## src/rtl/stall_ctrl_if.sv

```systemverilog
// Pipeline hazard/stall interface between the decode-side pipeline and stall_ctrl.
interface stall_ctrl_if;
  logic [4:0]  d_rs_addr;
  logic [4:0]  d_rt_addr;
  logic [1:0]  d_rs_tuse;
  logic [1:0]  d_rt_tuse;
  logic [4:0]  e_wa;
  logic [4:0]  m_wa;
  logic [1:0]  e_tnew;
  logic [1:0]  m_tnew;
  logic        d_md_op;
  logic [1:0]  e_md_start;
  logic        cnt_clr;
  logic        block;
  logic        fd_en;
  logic        de_clr;
  logic        md_busy;
  logic        md_err;
  logic [15:0] stall_cnt;

  // Pipeline side: supplies stage information, consumes stall controls.
  modport master (
    output d_rs_addr, d_rt_addr, d_rs_tuse, d_rt_tuse,
    output e_wa, m_wa, e_tnew, m_tnew,
    output d_md_op, e_md_start, cnt_clr,
    input  block, fd_en, de_clr, md_busy, md_err, stall_cnt
  );

  // Stall controller side.
  modport slave (
    input  d_rs_addr, d_rt_addr, d_rs_tuse, d_rt_tuse,
    input  e_wa, m_wa, e_tnew, m_tnew,
    input  d_md_op, e_md_start, cnt_clr,
    output block, fd_en, de_clr, md_busy, md_err, stall_cnt
  );
endinterface

```

## src/rtl/stall_ctrl.sv

```systemverilog
// Decode-stage stall controller: data-hazard detection, mult/div busy tracking
// and a saturating stalled-cycle counter.
module stall_ctrl (
  input  logic         clk,
  input  logic         reset,
  stall_ctrl_if.slave  bus
);

  localparam int unsigned AW = 5;
  localparam int unsigned TW = 2;
  localparam int unsigned CW = 4;
  localparam int unsigned SW = 16;

  localparam logic [1:0] ST_IDLE     = 2'd0;
  localparam logic [1:0] ST_BUSY_MUL = 2'd1;
  localparam logic [1:0] ST_BUSY_DIV = 2'd2;

  localparam logic [CW-1:0] MUL_CYCLES = CW'(5);
  localparam logic [CW-1:0] DIV_CYCLES = CW'(10);
  localparam logic [SW-1:0] CNT_MAX    = {SW{1'b1}};
  localparam logic [TW-1:0] TUSE_NONE  = {TW{1'b1}};

  localparam logic [1:0] START_MUL = 2'b01;
  localparam logic [1:0] START_DIV = 2'b10;
  localparam logic [1:0] START_BAD = 2'b11;

  logic [1:0]    state_q, state_d;
  logic [CW-1:0] md_cnt_q, md_cnt_d;
  logic          md_err_q, md_err_d;
  logic [SW-1:0] stall_cnt_q, stall_cnt_d;

  logic stall_rs_c, stall_rt_c, stall_md_c, stall_c, md_busy_c;

  // A source stalls when a younger-stage producer cannot forward in time.
  function automatic logic src_hazard(
    input logic [AW-1:0] addr,
    input logic [TW-1:0] tuse,
    input logic [AW-1:0] e_wa,
    input logic [TW-1:0] e_tnew,
    input logic [AW-1:0] m_wa,
    input logic [TW-1:0] m_tnew
  );
    src_hazard = (addr != '0) && (tuse != TUSE_NONE) &&
                 (((e_wa == addr) && (e_tnew > tuse)) ||
                  ((m_wa == addr) && (m_tnew > tuse)));
  endfunction

  assign md_busy_c = (state_q != ST_IDLE);

  // Combinational stall decision, no registered latency.
  always_comb begin
    stall_rs_c = src_hazard(bus.d_rs_addr, bus.d_rs_tuse, bus.e_wa, bus.e_tnew,
                            bus.m_wa, bus.m_tnew);
    stall_rt_c = src_hazard(bus.d_rt_addr, bus.d_rt_tuse, bus.e_wa, bus.e_tnew,
                            bus.m_wa, bus.m_tnew);
    stall_md_c = bus.d_md_op && (md_busy_c || (bus.e_md_start != 2'b00));
    stall_c    = stall_rs_c || stall_rt_c || stall_md_c;
  end

  // Next-state for the mult/div tracker, sticky error and stall counter.
  always_comb begin
    state_d     = state_q;
    md_cnt_d    = md_cnt_q;
    md_err_d    = md_err_q;
    stall_cnt_d = stall_cnt_q;

    case (state_q)
      ST_IDLE: begin
        case (bus.e_md_start)
          START_MUL: begin
            state_d  = ST_BUSY_MUL;
            md_cnt_d = MUL_CYCLES;
          end
          START_DIV: begin
            state_d  = ST_BUSY_DIV;
            md_cnt_d = DIV_CYCLES;
          end
          START_BAD: md_err_d = 1'b1;
          default:   ;
        endcase
      end
      ST_BUSY_MUL, ST_BUSY_DIV: begin
        // A new start while busy is dropped but flagged.
        if (bus.e_md_start != 2'b00) begin
          md_err_d = 1'b1;
        end
        if (md_cnt_q <= CW'(1)) begin
          state_d  = ST_IDLE;
          md_cnt_d = '0;
        end else begin
          md_cnt_d = md_cnt_q - CW'(1);
        end
      end
      default: begin
        state_d  = ST_IDLE;
        md_cnt_d = '0;
      end
    endcase

    // Clear has priority over counting; count saturates at all-ones.
    if (bus.cnt_clr) begin
      stall_cnt_d = '0;
    end else if (stall_c && (stall_cnt_q != CNT_MAX)) begin
      stall_cnt_d = stall_cnt_q + SW'(1);
    end
  end

  // State registers with synchronous active-low reset.
  always_ff @(posedge clk) begin
    if (!reset) begin
      state_q     <= ST_IDLE;
      md_cnt_q    <= '0;
      md_err_q    <= 1'b0;
      stall_cnt_q <= '0;
    end else begin
      state_q     <= state_d;
      md_cnt_q    <= md_cnt_d;
      md_err_q    <= md_err_d;
      stall_cnt_q <= stall_cnt_d;
    end
  end

  assign bus.block     = stall_c;
  assign bus.fd_en     = ~stall_c;
  assign bus.de_clr    = stall_c;
  assign bus.md_busy   = md_busy_c;
  assign bus.md_err    = md_err_q;
  assign bus.stall_cnt = stall_cnt_q;

endmodule

```

## src/flat_wrapper.sv

```systemverilog
// flat-port wrapper written by rule: the top's interface ports become plain ports
module stall_ctrl_flat 
  (clk, reset, bus_d_rs_addr, bus_d_rt_addr, bus_d_rs_tuse, bus_d_rt_tuse, bus_e_wa, bus_m_wa, bus_e_tnew, bus_m_tnew, bus_d_md_op, bus_e_md_start, bus_cnt_clr, bus_block, bus_fd_en, bus_de_clr, bus_md_busy, bus_md_err, bus_stall_cnt);
  stall_ctrl_if bus_i ();
  input  logic clk;
  input  logic reset;
  input wire logic [$bits(bus_i.d_rs_addr)-1:0] bus_d_rs_addr;
  input wire logic [$bits(bus_i.d_rt_addr)-1:0] bus_d_rt_addr;
  input wire logic [$bits(bus_i.d_rs_tuse)-1:0] bus_d_rs_tuse;
  input wire logic [$bits(bus_i.d_rt_tuse)-1:0] bus_d_rt_tuse;
  input wire logic [$bits(bus_i.e_wa)-1:0] bus_e_wa;
  input wire logic [$bits(bus_i.m_wa)-1:0] bus_m_wa;
  input wire logic [$bits(bus_i.e_tnew)-1:0] bus_e_tnew;
  input wire logic [$bits(bus_i.m_tnew)-1:0] bus_m_tnew;
  input wire logic [$bits(bus_i.d_md_op)-1:0] bus_d_md_op;
  input wire logic [$bits(bus_i.e_md_start)-1:0] bus_e_md_start;
  input wire logic [$bits(bus_i.cnt_clr)-1:0] bus_cnt_clr;
  output wire logic [$bits(bus_i.block)-1:0] bus_block;
  output wire logic [$bits(bus_i.fd_en)-1:0] bus_fd_en;
  output wire logic [$bits(bus_i.de_clr)-1:0] bus_de_clr;
  output wire logic [$bits(bus_i.md_busy)-1:0] bus_md_busy;
  output wire logic [$bits(bus_i.md_err)-1:0] bus_md_err;
  output wire logic [$bits(bus_i.stall_cnt)-1:0] bus_stall_cnt;
  assign bus_i.d_rs_addr = bus_d_rs_addr;
  assign bus_i.d_rt_addr = bus_d_rt_addr;
  assign bus_i.d_rs_tuse = bus_d_rs_tuse;
  assign bus_i.d_rt_tuse = bus_d_rt_tuse;
  assign bus_i.e_wa = bus_e_wa;
  assign bus_i.m_wa = bus_m_wa;
  assign bus_i.e_tnew = bus_e_tnew;
  assign bus_i.m_tnew = bus_m_tnew;
  assign bus_i.d_md_op = bus_d_md_op;
  assign bus_i.e_md_start = bus_e_md_start;
  assign bus_i.cnt_clr = bus_cnt_clr;
  assign bus_block = bus_i.block;
  assign bus_fd_en = bus_i.fd_en;
  assign bus_de_clr = bus_i.de_clr;
  assign bus_md_busy = bus_i.md_busy;
  assign bus_md_err = bus_i.md_err;
  assign bus_stall_cnt = bus_i.stall_cnt;
  stall_ctrl u_core (.clk(clk), .reset(reset), .bus(bus_i));
endmodule
```

## config.mk

```make
export PLATFORM = sky130hd
export DESIGN_NAME = stall_ctrl_flat
export DESIGN_NICKNAME = d
export VERILOG_FILES = /design/src/rtl/stall_ctrl_if.sv /design/src/rtl/stall_ctrl.sv /design/src/flat_wrapper.sv
export SDC_FILE = /design/constraint.sdc
export NUM_CORES = 1
export LEC_CHECK = 0
export CORE_MARGIN = 5
export CORE_UTILIZATION = 40
export CTS_CLUSTER_DIAMETER = 80
export DETAILED_ROUTE_END_ITERATION = 12
export GPL_TIMING_DRIVEN = 0
export PLACE_DENSITY = 0.84
export SKIP_CTS_REPAIR_TIMING = 1
export SYNTH_ARGS = -nofsm -noshare
export SYNTH_HDL_FRONTEND = slang
export SYNTH_SLANG_ARGS = --single-unit
```

## constraint.sdc

```tcl
create_clock -name clk -period 2.9 [get_ports clk]
set_clock_uncertainty 0.05 [all_clocks]
set_input_delay 0.725 -clock clk [delete_from_list [all_inputs] [get_ports clk]]
set_output_delay 0.725 -clock clk [all_outputs]
set_load 0.005 [all_outputs]
```

After elaboration in Yosys (flattened, before gate mapping)
Cells that the tools add are included.
{"block": "op_classes", "bitwise": 2, "n_reduce_logical": 25, "n_addsub": 2, "order_cmp": 5, "eq_ne": 16, "mux": 9}
{"op": "$eq A5 B5 Y1", "n": 4}
{"op": "$add A16 B1 Y16 const B", "n": 1}
{"op": "$ne A16 B16 Y1 const B", "n": 1}
{"op": "$pmux W4 S2", "n": 2}
{"op": "$logic_and A1 B1 Y1", "n": 10}
{"op": "$reduce_bool A5 Y1", "n": 2}
{"op": "$gt A2 B2 Y1", "n": 4}
{"op": "$pmux W2 S2", "n": 2}
{"op": "$eq A2 B2 Y1 const B", "n": 3}
{"op": "$ne A2 B2 Y1 const B", "n": 3}
{"op": "$reduce_bool A2 Y1", "n": 3}
{"op": "$logic_or A1 B1 Y1", "n": 5}
{"op": "$eq A2 B1 Y1 const B", "n": 2}
{"op": "$le A4 B1 Y1 const B", "n": 1}
{"op": "$mux W4", "n": 1}
{"op": "$ne A2 B1 Y1 const B", "n": 2}
{"op": "$reduce_or A2 Y1", "n": 2}
{"op": "$sub A4 B1 Y4 const B", "n": 1}
{"op": "$ne A3 B3 Y1 const B", "n": 1}
{"op": "$reduce_and A3 Y1", "n": 1}
{"op": "$logic_not A2 Y1", "n": 1}
{"op": "$mux W1", "n": 2}
{"op": "$mux W2", "n": 1}
{"op": "$not A1 Y1", "n": 2}
{"op": "other kinds (2)", "n": 2}
{"block": "totals", "wordCells": 63, "reg_bits": 23, "input_bits": 34}

Longest topological paths before layout
Gate-level depths: netlist (run 1).
{"block": "depth", "word_depth": 7, "depth_mapped": 10, "depth_no_buf": 9}

Least setup slack after synthesis (run 1)
OpenSTA, ideal clock, no wires.
{"block": "synth_timing", "kind": "in2out", "start": "input port bus_d_rt_tuse[1]", "end": "output port bus_de_clr", "t_required_ps": 2125, "slack_ps": -104, "stages": 8, "path_buffers": 1, "arrival_time_ps": 2229, "path_cell_list": "inv_1 ha_1 nor2b_1 o21ai_0 a2111oi_4 o221ai_2 nand3_2 buf_4"}
{"block": "synth_between", "elab_chain_len": 6}
{"element": "start: declaration", "line_no": "flat_wrapper.sv:10", "rtl": "input wire logic [$bits(bus_i.d_rt_tuse)-1:0] bus_d_rt_tuse;"}
{"element": "$gt A2 B2 Y1, on equally long branches", "line_no": "stall_ctrl.sv:44, stall_ctrl.sv:45"}
{"element": "$logic_and A1 B1 Y1, on equally long branches", "line_no": "stall_ctrl.sv:44, stall_ctrl.sv:45"}
{"element": "$logic_or A1 B1 Y1", "line_no": "stall_ctrl.sv:44", "rtl": "(((e_wa == addr) && (e_tnew > tuse)) ||"}
{"element": "$logic_and A1 B1 Y1 *", "line_no": "stall_ctrl.sv:43", "rtl": "src_hazard = (addr != '0) && (tuse != TUSE_NONE) &&"}
{"element": "$logic_or A1 B1 Y1 * (2 in a row)", "line_no": "stall_ctrl.sv:57", "rtl": "stall_c = stall_rs_c || stall_rt_c || stall_md_c;"}
{"element": "end: declaration", "line_no": "flat_wrapper.sv:20", "rtl": "output wire logic [$bits(bus_i.de_clr)-1:0] bus_de_clr;"}
Mark *: on every way between the ends. The rest lies on a longest branch, timed or not.

Worst setup path in the final report (run 1)
Ends and elaborated chain as after synthesis.

==> results.ini, run 1 <==
[synth]
synth_area_leaders = dfxtp_1, ha_1, xnor2_1
yosysUniqueCellTypes = 46
syn-num-nets = 268
synth_edf_count = 0
ys_seq_elements = 23
ys_warn_count = 0
ys_seq_area_frac = 0.258
synth_top_area_share = 0.258
netlist_area_mm2 = 0.00179
synth_ff_type = dfxtp_1
yosys.area.top_type = dfxtp_1
synthArstFlopShare = 0
syn_avg_cell_area_um2 = 8.08
synth_commonest_cells = nand2_1, dfxtp_1, nor2_1, xnor2_1, inv_1
synth_cells = 221
yosys.cell_count.top_type = nand2_1

[global_routing]
first_global_vias = 1643
grt_max_degree = 14
antenna_found_initial = 0
grt_first_pass_wirelength_mm = 7.32
grt_usage = 0.148
grt_overflow_total = 0

[cts]
clkLatencyLatePin_ns = 0.28
clk_path_buf_depth = 2
cts_tree = done
clk_pin_slew_ns = 0.08
numCtsBuffers = 3
cts_sinks = 23
clockRootBuffer = clkbuf_8
htreeDepth = 1

[sta]
hold_viol = 0
hold_slack_ns = 0.435
layout_worst_path_cycle_share = 1.05
fmax_mhz = 330
min_period_ns = 3.03
worst_pin_slew_ns = 0.659
setup_viol = 3
finalMaxSlewViolations = 0
timing.slew.headroom = 0.557
fin_ws_ns = -0.132
rsz0062_at_grt = true

[setup_path]
critical_path_class = input pin to output pin
critPathRequiredTime_ns = 2.12
r2r_cells = 6
start_kind = input pin
critPathArrivalTime_ns = 2.26
path_max_fanout = 7
worst_setup_path_end_kind = output pin

[routing]
wl_met2_mm = 2.65
vias = 1868
drt-initial-drc-count = 156
totalWireLength_mm = 5.13
viasPerCell = 5.54
met1_length_mm = 2.14
drc = 0
wl_per_cell_um = 15.2
highest_layer = met4
drt_pass1_iterations = 4
route.met3.wl_um = 217
antenna_left = 0

[placed_design]
place.detailed.hpwl_mm = 3.66
postPlaceCellArea_mm2 = 0.00241
gp_congestion = 0.883
dp_cells = 327
port_buffers = 54

[pwr]
pwr-share-seq = 0.362
clkPwrFrac = 0.207
leakage_nw = 1.20
p_per_area_mw_per_mm2 = 388
internal_power_mw = 0.667
power_switching_mw = 0.365
switching_share = 0.354
pwr-share-comb = 0.431
ir_drop_v = 0.000299

[floorplan]
core_mm2 = 0.00435
die_area_mm2 = 0.00590
fp.dieH_um = 76.8
die_x_um = 76.8
io_pins = 55
rows = 24
initial_core_util = 0.410

[final_layout]
fin_nets = 333
instances_no_fill = 337
fin_util = 0.611
diodes = 0
final_area_mm2 = 0.00266
layout-drive-gt1-share = 0.144
fill_cells = 351
syn_to_final_growth_pct = 49.1

[outcome]
status = finished with violations
failed_checks = setup timing

[worst_hold_path]
whs_path_depth = 1
min_path_type = flip-flop to flip-flop

[run]
drv_cap = 0

[power groups by stage]
stage	Sequential, mW	Clock [mW]	Combinational (mW)
global placement	0.379	0	0.396
finish	0.374	0.213	0.445
floorplan	0.376	0	0.258
CTS	0.373	0.220	0.408
detailed placement	0.380	0	0.407
global route	0.377	0.232	0.494
[area by class of cell]
class	instances	area, µm²	share of cell area
Multi-Input combinational cell	176	1350	0.506
Timing Repair Buffer	60	641	0.241
Sequential cell	23	460	0.173
Inverter	16	65.1	0.0244
Tap cell	52	65.1	0.0244
Clock buffer	3	41.3	0.0155
Buffer	6	37.5	0.0141
Clock inverter	1	5.00	0.00188
[final timing paths]
kind | start | to | slack (ns)
min | u_core.bus.md_err | u_core.bus.md_err | 0.44
max | bus_d_rt_tuse[1] | bus_de_clr | -0.13
max reg2reg | u_core.bus.stall_cnt[2] | u_core.bus.stall_cnt[14] | 0.88
min reg2reg | u_core.bus.md_err | u_core.bus.md_err | 0.44
[sequential cells by signal, summed over array words and instances, names as in the netlist]
signal	cells
u_core.bus.stall_cnt	16
u_core.md_cnt_q	4
u_core.state_q	2
u_core.bus.md_err	1
[critical path: stages]
cell	delay, ns
buf_8	0.09
inv_6	0.04
ha_4	0.27
nor2b_4	0.17
o21ai_2	0.09
a2111oi_4	0.38
o221ai_4	0.16
nand3_4	0.15
buf_6	0.11
buf_6	0.08
[routing by layer]
layer	vias to the layer above	track usage
met5	-	0
met2	57	0.267
met3	13	0.0316
li1	913	-
met4	0	0.0420
met1	885	0.174
[stage by stage]
step / power [mW] / setup WS [ns] / setup TNS [ns]
detailed placement: 0.787 / -1.10 / -7.12
floorplan: 0.634 / 0.0421 / 0
global route: 1.10 / -0.196 / -0.620
CTS: 1.00 / -1.09 / -3.31
finish: 1.03 / -0.132 / -0.319
global placement: 0.775 / -1.06 / -6.61
[cells in the final DEF, fill, tap and decap left out, types with 3 or more instances in the layout]
cell / count
nand2_1: 24
ha_4: 3
mux2i_1: 7
nand3_1: 6
a21oi_1: 8
o21ai_2: 3
clkbuf_1: 3
ha_1: 9
buf_6: 4
nor3_1: 5
dlymetal6s2s_1: 22
clkbuf_8: 3
buf_4: 5
nand2b_1: 9
dfxtp_1: 23
clkdlybuf4s50_1: 25
inv_1: 13
nor2b_1: 3
xor2_1: 6
nor2_1: 19
clkbuf_2: 4
nand4_1: 8
o21ai_0: 6
a31o_1: 3
and2_1: 3
and3_1: 4
xnor2_1: 16
[cell families after synthesis]
group | after synthesis | share of synthesized area
and+or+nand+nor | 90 | 0.254
AOI/OAI and AO/OA | 43 | 0.193
xor gates and xnor gates | 23 | 0.113
DFF | 23 | 0.258
buffers and inverters | 22 | 0.0526
adders and majority gates | 13 | 0.0911
muxes | 7 | 0.0392
No activity file was read; power rests on OpenSTA's default activity.
==> run 2, diff against run 1 <==
--- a/config.mk
+++ b/config.mk
@@ -9,6 +9,7 @@
 export CORE_UTILIZATION = 40
 export CTS_CLUSTER_DIAMETER = 80
 export DETAILED_ROUTE_END_ITERATION = 12
+export GPL_ROUTABILITY_DRIVEN = 0
 export GPL_TIMING_DRIVEN = 0
 export PLACE_DENSITY = 0.84
 export SKIP_CTS_REPAIR_TIMING = 1
==> results of run 2 <==
The final DEF is identical to that of run 1; final timing and power are the same.
